### src/rtl/lcd_ctrl.sv
// HD44780 8-bit write-only bus controller: one byte per request, with setup/enable/hold/exec timing.
// Define LCD_INIT_SEQ_EN to add the power-up wait and built-in init sequence (0x38, 0x0C, 0x06, 0x01).
module lcd_ctrl #(
    parameter int T_SETUP = 2,
    parameter int T_EN    = 12,
    parameter int T_HOLD  = 2,
    parameter int T_EXEC  = 2000,
    parameter int T_LONG  = 80000,
    parameter int T_PWRUP = 800000
) (
    input  logic       clk,
    input  logic       rst,
    input  logic       req_valid,
    input  logic       req_rs,
    input  logic [7:0] req_data,
    output logic       req_ready,
    output logic       init_done,
    output logic [7:0] lcd_data,
    output logic       lcd_rs,
    output logic       lcd_rw,
    output logic       lcd_en
);

    function automatic int imax(input int a, input int b);
        return (a > b) ? a : b;
    endfunction

    localparam int MAXT = imax(imax(imax(T_SETUP, T_EN), imax(T_HOLD, T_EXEC)), imax(T_LONG, T_PWRUP));
    localparam int CW   = ($clog2(MAXT + 1) > 20) ? $clog2(MAXT + 1) : 20;

    typedef enum logic [2:0] {PWRUP, INIT, IDLE, SETUP, PULSE, HOLD, WAIT} state_t;

    state_t          state_q, state_d;
    logic [CW-1:0]   cnt_q, cnt_d;
    logic [7:0]      data_q, data_d;
    logic            rs_q, rs_d;
    logic            en_q;
    logic            done_q, done_d;
    logic            is_long;

`ifdef LCD_INIT_SEQ_EN
    logic [1:0] step_q, step_d;

    function automatic logic [7:0] init_cmd(input logic [1:0] idx);
        case (idx)
            2'd0:    return 8'h38;
            2'd1:    return 8'h0C;
            2'd2:    return 8'h06;
            default: return 8'h01;
        endcase
    endfunction
`endif

    // Clear and home need the long execution time; everything else uses T_EXEC.
    assign is_long = !rs_q && (data_q == 8'h01 || data_q == 8'h02);

    always_comb begin
        state_d = state_q;
        cnt_d   = cnt_q;
        data_d  = data_q;
        rs_d    = rs_q;
`ifdef LCD_INIT_SEQ_EN
        done_d  = done_q;
        step_d  = step_q;
`else
        done_d  = 1'b1;
`endif
        case (state_q)
`ifdef LCD_INIT_SEQ_EN
            // Counter starts cleared by reset, so the power-up wait counts up to T_PWRUP-1.
            PWRUP: begin
                if (cnt_q == CW'(T_PWRUP - 1)) begin
                    state_d = INIT;
                    cnt_d   = '0;
                end else begin
                    cnt_d = cnt_q + CW'(1);
                end
            end
            INIT: begin
                data_d  = init_cmd(step_q);
                rs_d    = 1'b0;
                cnt_d   = CW'(T_SETUP - 1);
                state_d = SETUP;
            end
`endif
            IDLE: begin
                if (req_valid && req_ready) begin
                    data_d  = req_data;
                    rs_d    = req_rs;
                    cnt_d   = CW'(T_SETUP - 1);
                    state_d = SETUP;
                end
            end
            SETUP: begin
                if (cnt_q == '0) begin
                    state_d = PULSE;
                    cnt_d   = CW'(T_EN - 1);
                end else begin
                    cnt_d = cnt_q - CW'(1);
                end
            end
            PULSE: begin
                if (cnt_q == '0) begin
                    state_d = HOLD;
                    cnt_d   = CW'(T_HOLD - 1);
                end else begin
                    cnt_d = cnt_q - CW'(1);
                end
            end
            HOLD: begin
                if (cnt_q == '0) begin
                    state_d = WAIT;
                    cnt_d   = is_long ? CW'(T_LONG - 1) : CW'(T_EXEC - 1);
                end else begin
                    cnt_d = cnt_q - CW'(1);
                end
            end
            WAIT: begin
                if (cnt_q == '0) begin
`ifdef LCD_INIT_SEQ_EN
                    if (done_q) begin
                        state_d = IDLE;
                    end else if (step_q == 2'd3) begin
                        done_d  = 1'b1;
                        state_d = IDLE;
                    end else begin
                        step_d  = step_q + 2'd1;
                        state_d = INIT;
                    end
`else
                    state_d = IDLE;
`endif
                end else begin
                    cnt_d = cnt_q - CW'(1);
                end
            end
            default: state_d = IDLE;
        endcase
    end

    always_ff @(posedge clk) begin
        if (rst) begin
`ifdef LCD_INIT_SEQ_EN
            state_q <= PWRUP;
            step_q  <= 2'd0;
`else
            state_q <= IDLE;
`endif
            cnt_q   <= '0;
            data_q  <= 8'h00;
            rs_q    <= 1'b0;
            en_q    <= 1'b0;
            done_q  <= 1'b0;
        end else begin
`ifdef LCD_INIT_SEQ_EN
            step_q  <= step_d;
`endif
            state_q <= state_d;
            cnt_q   <= cnt_d;
            data_q  <= data_d;
            rs_q    <= rs_d;
            // Registered so the strobe is glitch-free on the pin.
            en_q    <= (state_d == PULSE);
            done_q  <= done_d;
        end
    end

    assign req_ready = (state_q == IDLE) && done_q;
    assign init_done = done_q;
    assign lcd_data  = data_q;
    assign lcd_rs    = rs_q;
    assign lcd_rw    = 1'b0;
    assign lcd_en    = en_q;

endmodule

### config.mk
export PLATFORM = sky130hd
export DESIGN_NAME = lcd_ctrl
export DESIGN_NICKNAME = d
export VERILOG_FILES = /design/src/rtl/lcd_ctrl.sv
export SDC_FILE = /design/constraint.sdc
export NUM_CORES = 1
export LEC_CHECK = 0
export ABC_CLOCK_PERIOD_IN_PS = 5200
export CELL_PAD_IN_SITES_DETAIL_PLACEMENT = 1
export CELL_PAD_IN_SITES_GLOBAL_PLACEMENT = 1
export CORE_ASPECT_RATIO = 1.75
export CORE_MARGIN = 1
export CORE_UTILIZATION = 44
export DETAILED_ROUTE_END_ITERATION = 8
export PLACE_DENSITY = 0.89
export SYNTH_ARGS = -nofsm -noshare
export SYNTH_HDL_FRONTEND = slang
export SYNTH_SLANG_ARGS = --single-unit
export TNS_END_PERCENT = 30
### constraint.sdc
create_clock -name clk -period 5.2 [get_ports clk]
set_input_delay 1.56 -clock clk [delete_from_list [all_inputs] [get_ports clk]]
set_output_delay 1.56 -clock clk [all_outputs]
set_load 0.02 [all_outputs]
==> results.txt <==
The run finished with clean final reports. In the routed design, unresolved DRC markers number 0. Setup repair after global routing left no endpoint under its margin. The total global routing overflow came out at 0. Headroom to the max-slew limit came out at 0.543. The total buffers and inverters traversed by the critical path is 1. The via count normalized by instance count is slightly above 6. The detail-routed net length per standard cell is 18.3 microns. The initial antenna violation count came to 0. The total detailed-routing wirelength came out at between 5000 and 6000 microns. The number of DRC violations after detailed-routing iteration 0 is 45.

Gates resized during post-CTS repair numbered 0. The share of the synthesized area in the top cell type is 0.367. The reg-to-reg startpoint is cnt_q[0]$_SDFFE_PP0P_. The TritonCTS clock tree is built. The floorplan has 30 rows. The critical path in this run is classified as reg2out. The worst setup slack for register-to-register paths is 2.36 ns. The maximum number of pins on one net before global-route repair is 19.

The number of hold violations in the final report came out at 0. In this run the most critical hold path is launched from cnt_q[1]$_SDFFE_PP0P_. The maximum cell stage delay along the critical path is 0.68 ns.

The final number of setup-violating endpoints came out at 0. The maximum clock skew at final layout is around 0.0048 ns. The y dimension of the die is 87.9 microns. The total of hold buffers inserted after clock tree synthesis came out at 0.

Clock tree synthesis found a total of 34 sinks. The max capacitance violation total is 0. The number of nets with antenna violations after routing is 0.

For this run, the total global-route usage over all layers was measured as 0.274. The final layout net count is between 200 and 300. The final clock period utilization by the worst path is 0.691. Timing would allow up to between 200 and 300 MHz. The via count is 1,810.

The total CTS buffers came out at 5. The die covers 4490 sq um. The region available for standard cell placement spans 3940 sq um. For this configuration, the core starts out at a cell density of 0.471. The transition time of the tightest slew-check pin came out at 0.683 ns. Synthesis produced 223 cells. The count of cells along the worst hold path came out at 2.

The floorplan step set the die width to 51.1 microns. Sorting the synthesized cells by area gives the leading types as dfxtp_1, nor2_1, mux2i_1. When the netlist entered floorplanning its net count stood at 237. The number of pins with negative max-slew slack in the final report came out at 0. The layout overhead on the synthesized area is 17.5%. The number of warnings printed during yosys synthesis came out at 0. Input and output buffers added on the ports amount to 23. The maximum count of clock buffers along a single path is 2.

The number of top-level pins is 25. STA classifies the critical path endpoint as an output port. The worst path arrival time came out at ~2 ns. The cell count of the worst reg-to-reg path came out at 8. For this run, the register share of the synthesized area comes to 0.367. The number of antenna diodes in the final layout is 0. The dominant cell by count in the synthesized netlist is dfxtp_1.

The async set-reset flop share out of synthesis came out at 0. In this run the critical register-to-register path is captured at cnt_q[7]$_SDFFE_PP0P_. The netlist area before placement is 1860 sq um.

The slowest stage of the critical path belongs to the cell clkdlybuf4s50_1. STA classifies the critical path startpoint as a flop. The first global-routing pass estimated about 9100 microns of wire. The pre-antenna-repair detailed-routing pass consisted of 4 iterations.

Clock-pin slew was measured on the worst setup and hold paths at 0.06 ns. After layout, the minimum clock period comes to about 3.6 ns. The clock latency of the later-clocked register in the worst-skew pair came out at 0.29 ns. The path class of the tightest hold or removal check is reg2reg. The maximum fanout along the worst path came out at 8. Clock tree synthesis selected as its root buffer the cell clkbuf_8. After synthesis, the most frequently instantiated cells are dfxtp_1, nor2_1, nand2_1. The clock tree synthesis step divided the H-tree into 2 levels. The last weighted congestion value of the routability-driven placer is 0.848. The mean area per synthesized cell is 8.33 sq um. The library cell with the largest summed area after synthesis is dfxtp_1. The required time at the endpoint of the critical path came out at 3.64 ns. The signal on the critical path passes through nand2b_1 -> nor3b_1 -> clkdlybuf4s50_1.

The end of the worst hold path is cnt_q[1]$_SDFFE_PP0P_. In this run, synthesis produced a sequential element count of 34. Setup total negative slack on the finished layout was measured at 0 ns. The dominant delay contributor by cell family on the critical path is buffers and inverters. In the final layout, the share of cells above drive strength 1 is 0.0610.

The number of synthesized flops with an enable pin came out at 0. The number of global-route vias before repair is around 1,900. For this run, the leading register cell type out of synthesis is dfxtp_1. The post-CTS setup repair buffer count came out at 0. The count of distinct cell types in the synthesized netlist came out at 53. The HPWL after detailed placement is 3960 microns.
state kept, by name, summed over array words and instances (netlist names):
signal,count
lcd_en,1
lcd_rs,1
lcd_data,8
state_q,3
cnt_q,20
init_done,1
per-stage QoR:
stage                     setup WS, ns  utilization  cells  area (sq um)  hold slack, ns
after floorplan                   2.40            -    223          1860           0.436
after global placement            1.58        0.534    287          2110           0.451
after detailed placement          1.52        0.534    287          2110           0.463
after CTS                         1.57        0.554    294          2180           0.473
after global routing              1.53        0.554    294          2180           0.504
final                             1.61        0.554    294          2180           0.468
cells in the final DEF, fill, tap and decap left out, drive strengths merged, types with 3 or more instances in the layout:
cell | netlist | layout
nor3 | 7 | 7
inv | 6 | 6
o31ai | 4 | 4
mux2i | 10 | 10
nor2 | 34 | 34
nand3 | 4 | 4
o21ai | 21 | 21
xnor2 | 8 | 8
a31oi | 3 | 3
nor3b | 3 | 3
dfxtp | 34 | 34
nor4 | 8 | 8
o22ai | 3 | 3
clkbuf | 2 | 7
a21oi | 12 | 12
o21a | 3 | 3
nand2 | 14 | 14
nand2b | 4 | 4
clkdlybuf4s50 | 0 | 23
or3 | 5 | 5
worst max-delay path by stage:
stage                     startpoint                      to  slack, ns  cells after the start
6_report       state_q[1]$_SDFF_PP1_               req_ready       1.61                      3
3_5_place_dp                     rst   cnt_q[2]$_SDFFE_PP0P_       1.52                      7
4_1_cts        state_q[1]$_SDFF_PP1_               req_ready       1.57                      3
2_1_floorplan              req_valid  cnt_q[19]$_SDFFE_PP0P_       2.40                      6
5_1_grt        state_q[1]$_SDFF_PP1_               req_ready       1.53                      3
3_3_place_gp                     rst   cnt_q[2]$_SDFFE_PP0P_       1.58                      7
worst register-to-register path, stage by stage (launching register included):
cell	delay, ns
dfxtp_1	0.30
inv_1	0.15
ha_1	0.18
or4b_1	0.46
or3_1	0.56
nor2_8	0.28
nand2_2	0.13
or4_4	0.59
o211ai_1	0.11
layer usage:
layer	global-route usage	vias up	share of wire
met3	0.0590	17	0.041
met1	0.258	883	0.37
li1	-	858	-
met2	0.520	52	0.56
met4	0.159	0	0.033
met5	0	-	0
cells by family after synthesis:
logic type	count (synthesis)	synth area share
mux	10	0.0539
fa+ha+maj	2	0.0135
xor+xnor	9	0.0425
simple gates	91	0.269
other cells	1	0.00202
compound gates	62	0.214
buf+inv	14	0.0384
flops	34	0.367
cell type report:
cell class / instances / area (sq um)
well taps: 48 / 60.1
multi-input cells: 175 / 1100
repair buffers: 24 / 238
flip-flops and latches: 34 / 681
clock buffers: 7 / 76.3
fillers: 487 / 1760
inverters: 6 / 22.5
Power is not shown: default switching activity piles up to over one toggle a cycle in this logic, so the estimate is an artifact.
